File: src/rtl/byte_store_unit.sv
// Narrowing byte store: accepts one word and emits it as one sign-checked byte
// (byte mode) or as two bytes, low first (word mode). Optional macro BYTE_STORE_SATURATE_EN
// clamps overflowing byte stores to the signed byte limits instead of truncating.
module byte_store_unit #(
    parameter int data_width = 16,
    parameter int byte_width = 8
) (
    input  logic                  clk,
    input  logic                  reset,
    input  logic                  in_valid,
    output logic                  in_ready,
    input  logic [data_width-1:0] in_data,
    input  logic                  in_byte_mode,
    output logic                  out_valid,
    input  logic                  out_ready,
    output logic [byte_width-1:0] out_data,
    output logic                  out_last,
    output logic                  overflow
);

    typedef enum logic [1:0] {IDLE, LO, HI} state_t;

    state_t                state_q;
    logic [byte_width-1:0] hi_q;
    logic                  out_valid_q;
    logic [byte_width-1:0] out_data_q;
    logic                  out_last_q;
    logic                  overflow_q;

    logic [byte_width-1:0] lo_in;
    logic [byte_width-1:0] hi_in;
    logic                  ovf_in;
    logic [byte_width-1:0] byte_d;

    assign lo_in  = in_data[byte_width-1:0];
    assign hi_in  = in_data[data_width-1:byte_width];
    // The word fits a signed byte only if the upper half is pure sign extension.
    assign ovf_in = (hi_in != {byte_width{lo_in[byte_width-1]}});

`ifdef BYTE_STORE_SATURATE_EN
    always_comb begin
        byte_d = lo_in;
        if (ovf_in)
            byte_d = hi_in[byte_width-1] ? {1'b1, {(byte_width-1){1'b0}}}
                                         : {1'b0, {(byte_width-1){1'b1}}};
    end
`else
    assign byte_d = lo_in;
`endif

    always_ff @(posedge clk or posedge reset) begin
        if (reset) begin
            state_q     <= IDLE;
            hi_q        <= '0;
            out_valid_q <= 1'b0;
            out_data_q  <= '0;
            out_last_q  <= 1'b0;
            overflow_q  <= 1'b0;
        end else begin
            case (state_q)
                IDLE: begin
                    if (in_valid) begin
                        state_q     <= LO;
                        hi_q        <= hi_in;
                        out_valid_q <= 1'b1;
                        out_data_q  <= in_byte_mode ? byte_d : lo_in;
                        out_last_q  <= in_byte_mode;
                        overflow_q  <= in_byte_mode & ovf_in;
                    end
                end
                LO: begin
                    if (out_ready) begin
                        if (out_last_q) begin
                            state_q     <= IDLE;
                            out_valid_q <= 1'b0;
                            out_data_q  <= '0;
                            out_last_q  <= 1'b0;
                            overflow_q  <= 1'b0;
                        end else begin
                            state_q    <= HI;
                            out_data_q <= hi_q;
                            out_last_q <= 1'b1;
                        end
                    end
                end
                HI: begin
                    if (out_ready) begin
                        state_q     <= IDLE;
                        out_valid_q <= 1'b0;
                        out_data_q  <= '0;
                        out_last_q  <= 1'b0;
                        overflow_q  <= 1'b0;
                    end
                end
                default: begin
                    state_q     <= IDLE;
                    out_valid_q <= 1'b0;
                    out_data_q  <= '0;
                    out_last_q  <= 1'b0;
                    overflow_q  <= 1'b0;
                end
            endcase
        end
    end

    // Gated by reset so the port reads 0 while held and 1 the cycle it releases.
    assign in_ready  = (state_q == IDLE) && !reset;
    assign out_valid = out_valid_q;
    assign out_data  = out_data_q;
    assign out_last  = out_last_q;
    assign overflow  = overflow_q;

endmodule

File: config.mk
export PLATFORM = sky130hd
export DESIGN_NAME = byte_store_unit
export DESIGN_NICKNAME = d
export VERILOG_FILES = /design/src/rtl/byte_store_unit.sv
export SDC_FILE = /design/constraint.sdc
export NUM_CORES = 1
export LEC_CHECK = 0
export CORE_MARGIN = 8
export CORE_UTILIZATION = 40
export DETAILED_ROUTE_END_ITERATION = 8
export GPL_TIMING_DRIVEN = 1
export PLACE_DENSITY = 0.81
export SYNTH_ARGS = -nofsm -noshare
export SYNTH_HDL_FRONTEND = slang
export SYNTH_SLANG_ARGS = --single-unit
File: constraint.sdc
create_clock -name clk -period 1.5 [get_ports clk]
set_input_delay 0.3 -clock clk [delete_from_list [all_inputs] [get_ports clk]]
set_output_delay 0.3 -clock clk [all_outputs]
set_load 0.05 [all_outputs]
Word-level counts from Yosys, hierarchy flattened
Index checks and enable logic that the tools add are counted.

storage, ports and cells
  flip-flop bits (word level) = 21
  bits in latches = 0
  bits in writable memories = 0
  memory bits (read-only) = 0
  bits of input ports = 21
  output and inout bits = 12
  logic and storage cells = 41
  memories kept = 0

operators by class
  add/subtract/negate cells = 0
  $mul = 0
  divide/modulo/power cells = 0
  magnitude comparators = 0
  eq/ne operators = 7
  shift-type cells = 0
  mux-type cells = 21
  bitwise gates (word level) = 1
  reductions and logical operators = 6

operators with widths
  cell                count
  $mux 8              4
  $pmux 8 s3          1
  $pmux 1 s3          3
  $mux 1              8
  $mux 2              4
  $ne 2x2->1 const B  4
  $ne 8x8->1          1
  $pmux 2 s3          1
  $reduce_and 4->1    1
  $reduce_and 3->1    1
  $eq 2x1->1 const B  1
  $eq 2x2->1 const B  1
  $logic_not 2->1     1
  $reduce_and 2->1    1
  $and 1x1->1         1
  $logic_and 1x1->1   1
  $logic_not 1->1     1

Depth between registers and ports, before layout
Gate-level depths: netlist (run 1).

  depth in word-level cells = 4
  depth in mapped cells = 6
  mapped depth without buffers = 4

Least setup slack after synthesis (run 1)
No wires, ideal clock.

  path type = flip-flop to output port
  from = register state_q[1]
  to = output in_ready
  data arrival time = 1.792 ns
  data required time = 1.200 ns
  setup slack = -0.592 ns
  stages on the path, launching flop included = 4
  path buffers = 2
  cells stage by stage = dfrtp_1 -> buf_4 -> clkbuf_1 -> nor3_1

on the way
  longest elaborated chain between the ends = 2

RTL lines
  element                 line  RTL
  from (decl)             23    state_t state_q;
  from (signal assigned)  53    state_q <= IDLE;
  from (signal assigned)  63    state_q <= LO;
  from (signal assigned)  74    state_q <= IDLE;
  $logic_not 2->1         107   assign in_ready = (state_q == IDLE) && !reset;
  $logic_and 1x1->1       107
  to (decl)               11    output logic in_ready,

Every way passes these cells.

Final worst setup path (run 1)
  from = register state_q[1]
  to = register overflow_q (netlist: overflow)

on the way
  longest elaborated chain between the ends = 3
  elaborated cells between the ends (all ways) = 9
  classes of those cells = eq/ne (6); mux (1); reduce/logical (2)

RTL lines
  element                             line  RTL
  $eq 2x1->1 (tied with other cells)  60    case (state_q)
  $ne 2x2->1 (no line)                --
  $reduce_and 4->1 (no line)          --
  to (signal assigned)                68    overflow_q <= in_byte_mode & ovf_in;
  to (decl)                           28    logic overflow_q;

Several ways; a longest one is shown, not always the timed one.
A chain may end at the register's enable or synchronous reset.

==> flow_summary.toml, run 1 <==
[power]
seqPwrFrac_pct = 28.5
irDropWorstVdd_mv = 1.48
clockPowerShare_pct = 7.3
intPower_mw = 2.21
swShare_pct = 43.3
combPwrFrac_pct = 64.2
p_leak_nw = 0.752
powerDensity_mw_per_mm2 = 2240
switching_power_mw = 1.68

[global_routing]
grt_start_max_net_pins = 22
grt_use_total_pct = 14.0
antenna_found_initial = 0
met2_usage_pct = 25.5
grtUsageMet1_pct = 14.1
grt_overflow = 0
met3_usage_pct = 3.86
grt_pass1_wl_mm = 4.80
grt_pass1_vias = 1085
grt_busiest_layer = "met2"

[clock_tree]
ctsLongestPathBuffers = 2
cts_buffers = 3
holdBufCountCts = 0
clk_pin_slew_ns = 0.12
clock_latency_ns = 0.31
cts_root_buf = "clkbuf_4"
cts.sinks = 21
cts_tree = "yes"
h-tree-depth = 1

[worst_setup_path]
max_stage_delay_ns = 0.42
end_kind = "flip-flop"
worst_setup_path_start_kind = "flip-flop"
path_class = "flip-flop to flip-flop"
required_ns = 1.71
path_buf_inv = 1
worstPathMaxFanout = 5
critical_path.top_delay_family = "flip-flops"
path_cells = "buf_6 -> or3b_4 -> o21ai_4 -> a21oi_2 -> mux2_4"
worstPathArrival_ns = 1.76
cpMaxStageDelayCell = "dfrtp_1"

[detailed_routing]
drt_iter0_drc = 40
wl_per_cell_um = 16.9
vias = 1029
drt_wl_total_mm = 3.06
route.detailed.drc = 0
drtAntennaViolNets = 0
vias_per_cell = 5.69
first_pass_iters = 6

[synth]
synth_edf_count = 0
yosysMostFrequentCell = "dfrtp_1"
synth_cells = 99
synth_area_leaders = "dfrtp_1 (52%), mux2_2 (9.9%), nand2_1 (5.9%), o31ai_1 (5.9%), a22oi_1 (3.7%)"
syn-num-nets = 120
synth_common_cells = "dfrtp_1 (21), nand2_1 (16), mux2_2 (9), nor2_1 (8), o31ai_1 (8)"
synth_cell_types = 25
synth-seq-cells = 21
yosys.area.top_type_share_pct = 51.5
synth_area_mm2 = 0.00102
postSynthAreaPerCell_um2 = 10.3
synth_warnings = 0
synth_ff_type = "dfrtp_1"
synth-seq-area-share_pct = 51.5
yosys.area.top_type = "dfrtp_1"
async_flop_share_pct = 100

[flow_run]
maxCapViolCount = 0

[layout]
area_delta_synth_final_pct = 70.4
antennaDiodeCount = 0
multi_input_comb_area_um2 = 498
ff_latch_area_um2 = 528
stdcell_count = 181
final_layout_size_suffix_gt1_share_pct = 41.7
final_nets = 173
fillerInstances = 162

[floorplan]
fp.dieH_um = 66.5
core_mm2 = 0.00245
start_util_pct = 41.5
rows = 18
io_pins = 33
dieWidth_um = 66.5
die-area_mm2 = 0.00442

[timing]
slew_headroom_pct = 76.7
rsz0062_at_grt = "yes"
fmax_mhz = 646
skew_ns = 0.00655
worst_slack_ns = -0.0479
finalMaxSlewViolations = 0
min_period_ns = 1.55
tns_ns = -0.0870
setup_violations = 2
tightest_slew_ns = 0.348
hold_viol = 0
fin_crit_sh_pct = 103

[place]
place_congestion = 0.776
placed_cells = 173
port_buffers = 32
dp_hpwl_mm = 2.34

[outcome]
status = "complete, but fails checks"
violations = "setup timing"

[min_path]
min_path_type = "primary input to asynchronous set/reset pin"
-- kinds of logic after synthesis --
group,after synthesis,share of synthesized area (%)
multiplexers,10,11.4
flip-flops,21,51.5
AND/OR/NAND/NOR,36,16.9
buffers and inverters,8,3.80
AO/OA/AOI/OAI,24,16.3
-- placed cells by master, fill, tap and decap left out, drive strengths merged --
cell type / netlist / layout
nand3: 2 / 2
clkinv: 1 / 2
clkbuf: 3 / 4
or3: 1 / 1
nand2b: 1 / 1
buf: 3 / 33
or4: 1 / 1
dlygate4sd2: 0 / 2
a211oi: 1 / 1
nand2: 16 / 16
nor3: 3 / 3
inv: 1 / 1
o31ai: 8 / 8
and2: 1 / 1
or3b: 1 / 1
a21oi: 7 / 7
nor2: 8 / 8
a22oi: 5 / 5
dfrtp: 21 / 21
nand4: 1 / 1
o21ai: 3 / 3
clkdlybuf4s50: 0 / 18
nor4: 1 / 1
mux2: 10 / 10
-- area by class of cell --
type / count / share of cell area, %
Timing Repair Buffer: 54 / 36.8
Multi-Input combinational cell: 70 / 28.7
Tap cell: 30 / 2.16
Inverter: 2 / 0.432
Clock buffer: 3 / 1.30
Sequential cell: 21 / 30.4
Clock inverter: 1 / 0.288
-- layer usage --
| metal | share of wire [%] | vias up |
|---|---|---|
| met5 | 0 | - |
| met3 | 7.2 | 16 |
| met2 | 53 | 51 |
| met1 | 36 | 504 |
| li1 | - | 458 |
| met4 | 3.2 | 0 |
-- path summary, 6_finish.rpt --
kind | cells after the start | from | slack (ns) | end
max | 5 | state_q[1] | -0.05 | overflow
min | 3 | reset | 0.39 | hi_q[7]
max reg2reg | 5 | state_q[1] | -0.05 | overflow
min reg2reg | 1 | hi_q[4] | 0.53 | hi_q[4]
max in group asynchronous | 3 | reset | 0.88 | state_q[0]
min in group clk | 3 | in_data[15] | 0.48 | hi_q[7]
-- through the flow --
step / worst slack, ns / utilization, % / power [mW] / instance area (um^2) / hold WS, ns
floorplan: 0.000674 / - / 2.27 / 1030 / 0.276
global route: -0.0870 / 70.8 / 4.08 / 1740 / 0.436
global placement: -0.403 / 65.7 / 3.21 / 1610 / 0.491
finish: -0.0479 / 70.8 / 3.89 / 1740 / 0.392
detailed placement: -0.466 / 65.7 / 3.30 / 1610 / 0.508
CTS: -0.0119 / 68.2 / 3.66 / 1670 / 0.398
-- state kept, by name, summed over array words and instances (netlist names) --
name / cells
overflow: 1
out_last: 1
state_q: 2
out_valid: 1
out_data: 8
hi_q: 8
-- power groups by stage --
stage                     combinational [mW]  sequential (mW)  clock [mW]
after CTS                               2.28             1.09       0.286
after floorplan                        0.875             1.40           0
after global routing                    2.64             1.14       0.301
after detailed placement                2.18             1.12           0
final                                   2.50             1.11       0.283
after global placement                  2.12             1.09           0
-- worst reg2reg max path, delay by kind of cell (launching register included) --
family	cells	cell delay, ns
flops	1	0.42
mux	1	0.30
compound gates	2	0.19
buf+inv	1	0.14
simple gates	1	0.40
-- repair_timing --
action	CTS	global route
resized for setup	6	12
setup endpoints to repair	2	19
buffers inserted	3	0
pin swaps	3	0
cloned	0	1
(Power assumes the default switching activity.)
==> run 2: changes to the inputs <==
- RECOVER_POWER: unset -> 25
==> flow_summary.toml, run 2 (synthesized netlist as in run 1, its figures left out) <==
[timing]
rsz0062_at_grt = "yes"
fin_hold_ws_ns = 0.471
skew_ns = 0.00813
tightest_slew_ns = 0.517
setup_violations = 2
hold_viol = 0
finalMaxSlewViolations = 0
fmax_mhz = 643
min_period_ns = 1.55
slew_headroom_pct = 65.5
fin_crit_sh_pct = 104
worst_slack_ns = -0.0547
tns_ns = -0.101

[layout]
finalInstanceArea_mm2 = 0.00174
stdcell_count = 181
multi_input_comb_area_um2 = 498
mostFrequentLayoutCell = "dfrtp_1"
final_cell_mix = "dfrtp_1 (19), clkdlybuf4s50_1 (18), buf_4 (16)"
post-route-util_pct = 70.7
final_nets = 173
fillerInstances = 163
ff_latch_area_um2 = 528
area_delta_synth_final_pct = 70.2
antennaDiodeCount = 0
final_layout_size_suffix_gt1_share_pct = 41.7

[clock_tree]
clock_latency_ns = 0.32
cts_root_buf = "clkbuf_4"
cts_tree = "yes"
h-tree-depth = 1
clk_pin_slew_ns = 0.13
holdBufCountCts = 0
ctsLongestPathBuffers = 2
cts_buffers = 3
cts.sinks = 21

[detailed_routing]
vias = 1042
wl_per_cell_um = 17.0
vias_per_cell = 5.76
drt_iter0_drc = 38
drtAntennaViolNets = 0
first_pass_iters = 5
route.detailed.drc = 0
drt_wl_total_mm = 3.07

[worst_setup_path]
worstPathArrival_ns = 1.77
end_kind = "flip-flop"
path_class = "flip-flop to flip-flop"
cpMaxStageDelayCell = "dfrtp_1"
worst_setup_path_start_kind = "flip-flop"
critical_path.top_delay_family = "flip-flops"
crit_cells = 5
path_cells = "buf_6 -> or3b_4 -> o21ai_4 -> a21oi_2 -> mux2_4"
reg2reg_slack_ns = -0.05
path_buf_inv = 1
max_stage_delay_ns = 0.42
rr_worst_depth = 5
worstPathMaxFanout = 5
required_ns = 1.71

[outcome]
status = "complete, but fails checks"
violations = "setup timing"

[place]
place_congestion = 0.776
placed_cells = 173
dp_hpwl_mm = 2.34
placed_area_mm2 = 0.00161
place_ws_ns = -0.466
port_buffers = 32

[floorplan]
die-area_mm2 = 0.00442
start_util_pct = 41.5
fp.dieH_um = 66.5
io_pins = 33
dieWidth_um = 66.5
core_mm2 = 0.00245
rows = 18

[global_routing]
grt_busiest_layer = "met2"
grt_pass1_wl_mm = 4.80
grtUsageMet1_pct = 14.1
met2_usage_pct = 25.5
grt_overflow = 0
antenna_found_initial = 0
met3_usage_pct = 3.86
grt_use_total_pct = 14.0
grt_pass1_vias = 1085
grt_start_max_net_pins = 22

[power]
irDropWorstVdd_mv = 1.48
power_mw = 3.90
powerDensity_mw_per_mm2 = 2250
p_leak_nw = 0.751

[flow_run]
maxCapViolCount = 0

[min_path]
min_path_type = "primary input to asynchronous set/reset pin"
## run 2: final cells by class
type / count / area share [%]
inverter: 2 / 0.433
clock buffer: 3 / 1.30
clock inverter: 1 / 0.288
sequential: 21 / 30.4
multi-input combinational: 70 / 28.7
timing repair buffer: 54 / 36.7
tap: 30 / 2.16
## run 2: timing repair
item	in CTS	in global routing
endpoints found under the hold margin	0	0
pin swaps	3	0
endpoints found under the setup margin	2	19
gates cloned	0	1
setup buffers	3	0
resized for setup	6	12
## run 2: worst min-delay path: cells and delay by family
family / cells / cell delay, ns
buf+inv: 3 / 0.96
## run 2: worst paths after layout
| path | end | start |
|---|---|---|
| worst max register to register | overflow | state_q[1] |
| worst max-delay path | overflow | state_q[1] |
| min in group clk | hi_q[7] | in_data[15] |
| worst min-delay path | hi_q[7] | reset |
| worst min register to register | hi_q[4] | hi_q[4] |
| max in group asynchronous | state_q[0] | reset |
## run 2: report_power, final
group	internal, mW	switching (mW)
sequential	0.839	0.272
clock	0.100	0.188
combinational	1.27	1.23
## run 2: metal layers
layer | wire length (um) | part of all wire [%]
met2 | 1650 | 54
met4 | 81 | 2.6
met5 | 0 | 0
met1 | 1110 | 36
met3 | 235 | 7.6
==> run 3: changes to the inputs <==
- CORE_UTILIZATION: 40 -> 42
- CTS_BUF_LIST: unset -> sky130_fd_sc_hd__clkbuf_8
- PLACE_DENSITY: 0.81 -> 0.84
==> flow_summary.toml, run 3 (synthesized netlist as in run 1, its figures left out) <==
[floorplan]
fp.dieH_um = 65.3
io_pins = 33
core_mm2 = 0.00239
die-area_mm2 = 0.00426
dieWidth_um = 65.3
rows = 18
start_util_pct = 42.7

[clock_tree]
clock_latency_ns = 0.26
ctsLongestPathBuffers = 2
cts_root_buf = "clkbuf_8"
cts.sinks = 21
h-tree-depth = 1
cts_tree = "yes"
clk_pin_slew_ns = 0.08
cts_buffers = 3

[layout]
final_layout_size_suffix_gt1_share_pct = 38.5
finalInstanceArea_mm2 = 0.00171
final_nets = 170
ff_latch_area_um2 = 528
fillerInstances = 161
area_delta_synth_final_pct = 67.7
final_cell_mix = "dfrtp_1 (19), nand2_1 (16), buf_4 (14)"
multi_input_comb_area_um2 = 500
antennaDiodeCount = 0
post-route-util_pct = 71.6
mostFrequentLayoutCell = "dfrtp_1"

[worst_setup_path]
r2r_start = "state_q[1]"
rr_worst_depth = 5
path_class = "flip-flop to flip-flop"
worstPathMaxFanout = 3
reg2reg_slack_ns = 0.006
end_kind = "flip-flop"
r2r-end = "overflow"
cpMaxStageDelayCell = "or3b_4"
worstPathArrival_ns = 1.64
worst_setup_path_start_kind = "flip-flop"
required_ns = 1.64
critPathLaunch = "state_q[1]"
max_stage_delay_ns = 0.40
path_cells = "buf_6 -> or3b_4 -> o21ai_4 -> a21oi_1 -> mux2_4"

[power]
powerDensity_mw_per_mm2 = 2250
p_leak_nw = 0.750
power_mw = 3.85
irDropWorstVdd_mv = 1.31

[min_path]
holdPathEnd = "state_q[0]"
min-delay-start = "out_ready"
min_path_type = "primary input to flip-flop"
holdPathStages = 3

[timing]
setup_violations = 0
tightest_slew_ns = 0.507
min_period_ns = 1.49
slew_headroom_pct = 66.2
fin_crit_sh_pct = 99.6
finalMaxSlewViolations = 0
skew_ns = 0.00292
fmax_mhz = 669
rsz0062_at_grt = "yes"
hold_viol = 0
tns_ns = 0

[detailed_routing]
vias = 964
vias_per_cell = 5.42
drtAntennaViolNets = 0
route.detailed.drc = 0
first_pass_iters = 4
wl_per_cell_um = 17.2
drt_wl_total_mm = 3.07
drt_iter0_drc = 76

[place]
port_buffers = 32
place_congestion = 0.774
dp_hpwl_mm = 2.30
placed_area_mm2 = 0.00161

[flow_run]
maxCapViolCount = 0

[global_routing]
grt_start_max_net_pins = 22
grt_pass1_wl_mm = 4.72
antenna_found_initial = 0
grt_overflow = 0
grt_use_total_pct = 14.1
grt_pass1_vias = 1034

[outcome]
status = "finished clean"
run 3: metrics by stage:
stage / hold slack (ns) / setup slack [ns] / instances
after floorplan: 0.276 / 0.000674 / 99
after global placement: 0.493 / -0.465 / 172
after detailed placement: 0.512 / -0.505 / 172
after CTS: 0.460 / -0.00722 / 178
after global routing: 0.441 / -0.0305 / 178
final: 0.438 / 0.00600 / 178
run 3: timing repair:
action	CTS	global route
buffers inserted	2	0
setup endpoints to repair	8	15
pin swaps	4	1
hold buffers	0	0
resized for setup	11	9
run 3: worst max-delay path by stage:
stage	endpoint	slack [ns]	cells past startpoint
after floorplan	in_ready	0.0007	3
after detailed placement	overflow	-0.51	5
after global routing	overflow	-0.03	5
final	overflow	0.006	5
after CTS	in_ready	-0.007	3
after global placement	overflow	-0.47	5
run 3: where the power goes:
| group | internal [mW] | total (mW) | switching [mW] |
|---|---|---|---|
| clock | 0.185 | 0.367 | 0.182 |
| combinational | 1.18 | 2.37 | 1.19 |
| sequential | 0.841 | 1.11 | 0.272 |
run 3: worst max-delay path: cells and delay by family, from the launching register on:
kind                   cells  cell delay [ns]
buffers and inverters      1             0.12
AND/OR/NAND/NOR            1             0.40
flip-flops                 1             0.38
multiplexers               1             0.31
AO/OA/AOI/OAI              2             0.16
run 3: per-layer routing:
layer | vias up | global-route usage, % | routed length [um]
li1 | 449 | - | -
met2 | 34 | 24.0 | 1530
met1 | 475 | 15.8 | 1300
met5 | - | 0 | 0
met3 | 6 | 2.89 | 140
met4 | 0 | 8.72 | 102
run 3: final cells by class:
cell class	count	area share, %
Tap cell	30	2.19
Clock buffer	3	2.41
Multi-Input combinational cell	70	29.3
Inverter	2	0.439
Sequential cell	21	30.9
Clock inverter	1	0.293
Timing Repair Buffer	51	34.5
